$ cat config.mk
export PLATFORM = sky130hd
export DESIGN_NAME = reg_bank_arbiter
export DESIGN_NICKNAME = d
export VERILOG_FILES = /design/src/rtl/reg_bank_arbiter.sv
export SDC_FILE = /design/constraint.sdc
export NUM_CORES = 1
export LEC_CHECK = 0
export ABC_AREA = 1
export CAP_MARGIN = 15
export CORE_UTILIZATION = 41
export DETAILED_ROUTE_END_ITERATION = 10
export PLACE_DENSITY_LB_ADDON = 0.05
export SYNTH_ARGS = -nofsm -noshare
export SYNTH_HDL_FRONTEND = slang
export SYNTH_SLANG_ARGS = --single-unit
$ cat constraint.sdc
create_clock -name clk -period 1.65 [get_ports clk]
set_input_delay 0.2475 -clock clk [delete_from_list [all_inputs] [get_ports clk]]
set_output_delay 0.2475 -clock clk [all_outputs]
set_load 0.03 [all_outputs]
$ cat src/rtl/reg_bank_arbiter.sv
// rtl/reg_bank_arbiter.sv - round-robin arbiter sharing one register bank between two requesters
// Issues a one-cycle strobe, waits for ack with a bounded timeout, returns a done pulse to the granted port.
module reg_bank_arbiter #(
   parameter int ADDR_W      = 8,
   parameter int REG_W       = 8,
   parameter int TIMEOUT_CYC = 16
) (
   input  logic              clk,
   input  logic              rstb,
   input  logic              ena,
   input  logic              req0_valid,
   input  logic              req0_wr_rdn,
   input  logic [ADDR_W-1:0] req0_addr,
   input  logic [REG_W-1:0]  req0_wdata,
   output logic              req0_done,
   output logic [REG_W-1:0]  req0_rdata,
   output logic              req0_err,
   input  logic              req1_valid,
   input  logic              req1_wr_rdn,
   input  logic [ADDR_W-1:0] req1_addr,
   input  logic [REG_W-1:0]  req1_wdata,
   output logic              req1_done,
   output logic [REG_W-1:0]  req1_rdata,
   output logic              req1_err,
   output logic              bank_wr_rdn,
   output logic [ADDR_W-1:0] bank_addr,
   output logic [REG_W-1:0]  bank_wdata,
   output logic              bank_we,
   input  logic [REG_W-1:0]  bank_rdata,
   input  logic              bank_ack,
   input  logic              bank_err,
   output logic              busy,
   output logic              gnt_id,
   output logic [7:0]        timeout_cnt
);

   localparam int CNT_W = $clog2(TIMEOUT_CYC + 1);

   typedef enum logic [1:0] {S_IDLE, S_ISSUE, S_WAIT, S_DONE} state_t;

   state_t            state_q, state_d;
   logic              gnt_id_q, gnt_id_d;
   logic              bank_wr_rdn_q, bank_wr_rdn_d;
   logic [ADDR_W-1:0] bank_addr_q, bank_addr_d;
   logic [REG_W-1:0]  bank_wdata_q, bank_wdata_d;
   logic              bank_we_q, bank_we_d;
   logic [CNT_W-1:0]  wait_cnt_q, wait_cnt_d;
   logic              done0_q, done0_d, done1_q, done1_d;
   logic              err0_q, err0_d, err1_q, err1_d;
   logic [REG_W-1:0]  rdata0_q, rdata0_d, rdata1_q, rdata1_d;
   logic [7:0]        timeout_cnt_q, timeout_cnt_d;

   logic              sel;
   logic              cpl, cpl_to;
   logic [REG_W-1:0]  cpl_rdata;
   logic              cpl_err;

   // On a tie the port that was not granted last time wins
   assign sel = (req0_valid && req1_valid) ? ~gnt_id_q : req1_valid;

   always_comb begin
      state_d       = state_q;
      gnt_id_d      = gnt_id_q;
      bank_wr_rdn_d = bank_wr_rdn_q;
      bank_addr_d   = bank_addr_q;
      bank_wdata_d  = bank_wdata_q;
      bank_we_d     = 1'b0;
      wait_cnt_d    = wait_cnt_q;
      done0_d       = 1'b0;
      done1_d       = 1'b0;
      err0_d        = err0_q;
      err1_d        = err1_q;
      rdata0_d      = rdata0_q;
      rdata1_d      = rdata1_q;
      timeout_cnt_d = timeout_cnt_q;
      cpl           = 1'b0;
      cpl_to        = 1'b0;
      cpl_rdata     = '0;
      cpl_err       = 1'b0;

      case (state_q)
         S_IDLE: begin
            if (ena && (req0_valid || req1_valid)) begin
               gnt_id_d      = sel;
               bank_wr_rdn_d = sel ? req1_wr_rdn : req0_wr_rdn;
               bank_addr_d   = sel ? req1_addr   : req0_addr;
               bank_wdata_d  = sel ? req1_wdata  : req0_wdata;
               bank_we_d     = sel ? req1_wr_rdn : req0_wr_rdn;
               wait_cnt_d    = '0;
               state_d       = S_ISSUE;
            end
         end
         S_ISSUE: begin
            wait_cnt_d = CNT_W'(1);
            if (bank_ack) cpl = 1'b1;
            else          state_d = S_WAIT;
         end
         S_WAIT: begin
            if (bank_ack) begin
               cpl = 1'b1;
            end else if (wait_cnt_q == CNT_W'(TIMEOUT_CYC)) begin
               cpl    = 1'b1;
               cpl_to = 1'b1;
            end else begin
               wait_cnt_d = wait_cnt_q + CNT_W'(1);
            end
         end
         default: state_d = S_IDLE;
      endcase

      // Writes keep the port's previous read data; a timeout forces zero
      if (cpl) begin
         state_d = S_DONE;
         if (cpl_to)             cpl_rdata = '0;
         else if (bank_wr_rdn_q) cpl_rdata = gnt_id_q ? rdata1_q : rdata0_q;
         else                    cpl_rdata = bank_rdata;
         cpl_err = cpl_to ? 1'b1 : bank_err;
         if (gnt_id_q) begin
            done1_d  = 1'b1;
            rdata1_d = cpl_rdata;
            err1_d   = cpl_err;
         end else begin
            done0_d  = 1'b1;
            rdata0_d = cpl_rdata;
            err0_d   = cpl_err;
         end
         if (cpl_to && timeout_cnt_q != 8'hFF) timeout_cnt_d = timeout_cnt_q + 8'd1;
      end
   end

   always_ff @(posedge clk or negedge rstb) begin
      if (!rstb) begin
         state_q       <= S_IDLE;
         gnt_id_q      <= 1'b1;
         bank_wr_rdn_q <= 1'b0;
         bank_addr_q   <= '0;
         bank_wdata_q  <= '0;
         bank_we_q     <= 1'b0;
         wait_cnt_q    <= '0;
         done0_q       <= 1'b0;
         done1_q       <= 1'b0;
         err0_q        <= 1'b0;
         err1_q        <= 1'b0;
         rdata0_q      <= '0;
         rdata1_q      <= '0;
         timeout_cnt_q <= '0;
      end else begin
         state_q       <= state_d;
         gnt_id_q      <= gnt_id_d;
         bank_wr_rdn_q <= bank_wr_rdn_d;
         bank_addr_q   <= bank_addr_d;
         bank_wdata_q  <= bank_wdata_d;
         bank_we_q     <= bank_we_d;
         wait_cnt_q    <= wait_cnt_d;
         done0_q       <= done0_d;
         done1_q       <= done1_d;
         err0_q        <= err0_d;
         err1_q        <= err1_d;
         rdata0_q      <= rdata0_d;
         rdata1_q      <= rdata1_d;
         timeout_cnt_q <= timeout_cnt_d;
      end
   end

   assign req0_done   = done0_q;
   assign req0_rdata  = rdata0_q;
   assign req0_err    = err0_q;
   assign req1_done   = done1_q;
   assign req1_rdata  = rdata1_q;
   assign req1_err    = err1_q;
   assign bank_wr_rdn = bank_wr_rdn_q;
   assign bank_addr   = bank_addr_q;
   assign bank_wdata  = bank_wdata_q;
   assign bank_we     = bank_we_q;
   assign busy        = (state_q != S_IDLE);
   assign gnt_id      = gnt_id_q;
   assign timeout_cnt = timeout_cnt_q;

endmodule

==> results.json <==
{
  "status": "completed",
  "gp_congestion": 0.759,
  "finalCritPeriodShare_pct": 98.1,
  "pin_count": 97,
  "layout_common_cells": "nand2_1 (93), clkdlybuf4s50_1 (63), dfrtp_1 (53), o21ai_0 (44), nor2_1 (39)",
  "fp.dieW_um": 85.9,
  "yosysUniqueCellTypes": 29,
  "end_kind": "output pin",
  "max_stage_delay_ns": 0.70,
  "layout-drive-gt1-share_pct": 14.6,
  "setup_viol": 0,
  "path_buf_inv": 1,
  "htree_levels": 2,
  "diodes": 0,
  "dp_cells": 549,
  "cts_buffer_depth": 2,
  "dieHeight_um": 85.9,
  "netlist_top_cells_area": "dfrtp_1 (46%), nand2_1 (12%), o21ai_0 (8.0%)",
  "crit_fanout": 2,
  "netlist_area_um2": 2890,
  "critPathSlowestCell": "clkdlybuf4s50_1",
  "synthCells": 351,
  "worst_pin_slew_ns": 0.562,
  "synth_edf_count": 0,
  "nNetsFinal": 520,
  "grt_max_degree": 20,
  "clock_latency_ns": 0.31,
  "final-max-slew-violation-count": 0,
  "hold_violations": 0,
  "cts.reportedPaths.clkPinSlew_ns": 0.10,
  "fin_skew_ns": 0.00592,
  "crit_family": "buffers and inverters",
  "path_cells": "clkdlybuf4s50_1",
  "dr.pass1.iters": 4,
  "start_util_pct": 42.5,
  "grt_pass1_vias": 2526,
  "drcViolationCount": 0,
  "grtUsageTotal_pct": 20.3,
  "floorplan.rows": 30,
  "place_ws_ns": -0.0704,
  "ys_async_sr_fraction_pct": 100,
  "final_common_cell": "nand2_1",
  "vias": 2689,
  "worst_slack_ns": 0.0307,
  "synth.avg_cell_area_um2": 8.22,
  "stdcell_count": 561,
  "ys_seq_elements": 54,
  "dieArea_um2": 7380,
  "hold_path.class": "in -> async",
  "antenna_found_initial": 0,
  "area_growth_pct": 48.7,
  "wl_per_cell_um": 12.7,
  "path_class": "reg -> out",
  "yosysTopAreaCell": "dfrtp_1",
  "required_ns": 1.40,
  "fin_crit_ns": 1.62,
  "critical_path.startpoint_type": "register",
  "ys_warn_count": 0,
  "cts_tree": "done",
  "routed_wl_um": 7120,
  "via_per_inst": 4.79,
  "ant_nets": 0,
  "slew_headroom_pct": 62.6,
  "cts-root-buf": "clkbuf_8",
  "critPathArrivalTime_ns": 1.37,
  "synth-main-ff-cell": "dfrtp_1",
  "power.density_nw_per_um2": 1600,
  "cts_sinks": 54,
  "dpl.hpwl_um": 5040,
  "synth_top_area_share_pct": 45.9,
  "peakVddDrop_v": 0.00103,
  "grt_pass1_wl_um": 11700,
  "portBuffers": 96,
  "fmax_mhz": 618,
  "ys_seq_area_share_pct": 46.9,
  "rsz0062_at_grt": "true",
  "cts_buffers": 5,
  "overflow": 0,
  "drt_first_iter_violations": 107,
  "syn_nets": 407,
  "drv_cap": 0,
  "core_um2": 6790,
  "p_leak_nw": 2.25
}
[worst paths after layout]
check	from	endpoint	slack (ns)	cells after the start
max in group asynchronous	rstb	gnt_id$_DFFE_PN1P_	0.67	3
worst max register to register	state_q[0]$_DFFE_PN0P_	req0_rdata[5]$_DFFE_PN0P_	0.05	10
worst min register to register	bank_wdata[7]$_DFFE_PN0P_	bank_wdata[7]$_DFFE_PN0P_	0.49	2
worst min-delay path	rstb	timeout_cnt[0]$_DFFE_PN0P_	0.43	2
worst max-delay path	bank_wdata[5]$_DFFE_PN0P_	bank_wdata[5]	0.03	1
min in group clk	bank_wdata[7]$_DFFE_PN0P_	bank_wdata[7]$_DFFE_PN0P_	0.49	2
[stage by stage]
stage	utilization (%)	setup TNS (ns)	instance area [µm²]	hold WS, ns	power [mW]
finish	63.2	0	4290	0.429	6.86
global route	63.2	-0.115	4290	0.471	7.33
CTS	61.6	0	4180	0.444	6.87
detailed placement	59.5	-0.855	4040	0.251	5.90
global placement	59.5	-0.000337	4040	0.249	5.86
floorplan	-	0	2890	-0.0481	4.38
[synthesized netlist by cell type, drive strengths merged, types with 2 or more instances]
cell type  count
ha             7
nand4         10
o21ai         67
xnor2          2
inv           32
nand3         11
buf            8
nor2          43
nand2         95
dfrtp         53
clkbuf         4
o21bai         9
xor2           4
[report_power, final]
group / internal (mW) / switching, mW / total (mW) / leakage [nW]
registers: 1.79 / 0.351 / 2.14 / 0.698
logic: 1.51 / 2.30 / 3.82 / 1.50
clock network: 0.454 / 0.448 / 0.901 / 0.0514
[flip-flops by register name (all words and copies together), names as in the netlist]
signal and flops:
bank_addr 8, bank_wdata 8, req0_rdata 8, req1_rdata 8, timeout_cnt 8, wait_cnt_q 5
state_q 2, bank_we 1, bank_wr_rdn 1, gnt_id 1, req0_done 1, req0_err 1
req1_done 1, req1_err 1
[metal layers]
layer,wire length [µm],global-route usage [%],up-vias
met4,99,6.52,0
met2,3520,34.9,58
li1,-,-,1366
met1,3160,25.6,1256
met3,333,4.14,9
met5,0,0,-
[cells by family (layout without fill, tap and decap cells)]
kind of cell	after synthesis	count (layout)	synth area share (%)
and+or+nand+nor	160	161	24.4
AOI/OAI and AO/OA	79	79	17.0
DFF	54	54	46.9
buffers and inverters	45	158	6.89
adders and majority gates	7	7	3.03
xor gates and xnor gates	6	6	1.82
[layout make-up]
class / instances / area, µm²
Clock buffer: 6 / 72.6
Clock inverter: 2 / 37.5
Fill cell: 607 / 2500
Inverter: 33 / 126
Multi-Input combinational cell: 253 / 1390
Sequential cell: 54 / 1350
Tap cell: 96 / 120
Timing Repair Buffer: 117 / 1190
[repair_timing]
action	in CTS	in global routing
gates resized for setup	13	31
buffers inserted	1	0
hold buffers	1	0
cloned	1	1
pin swaps	0	1
endpoints found under the setup margin	22	44
hold endpoints to repair	17	0
Note: power is estimated with default switching activity, not from simulation.
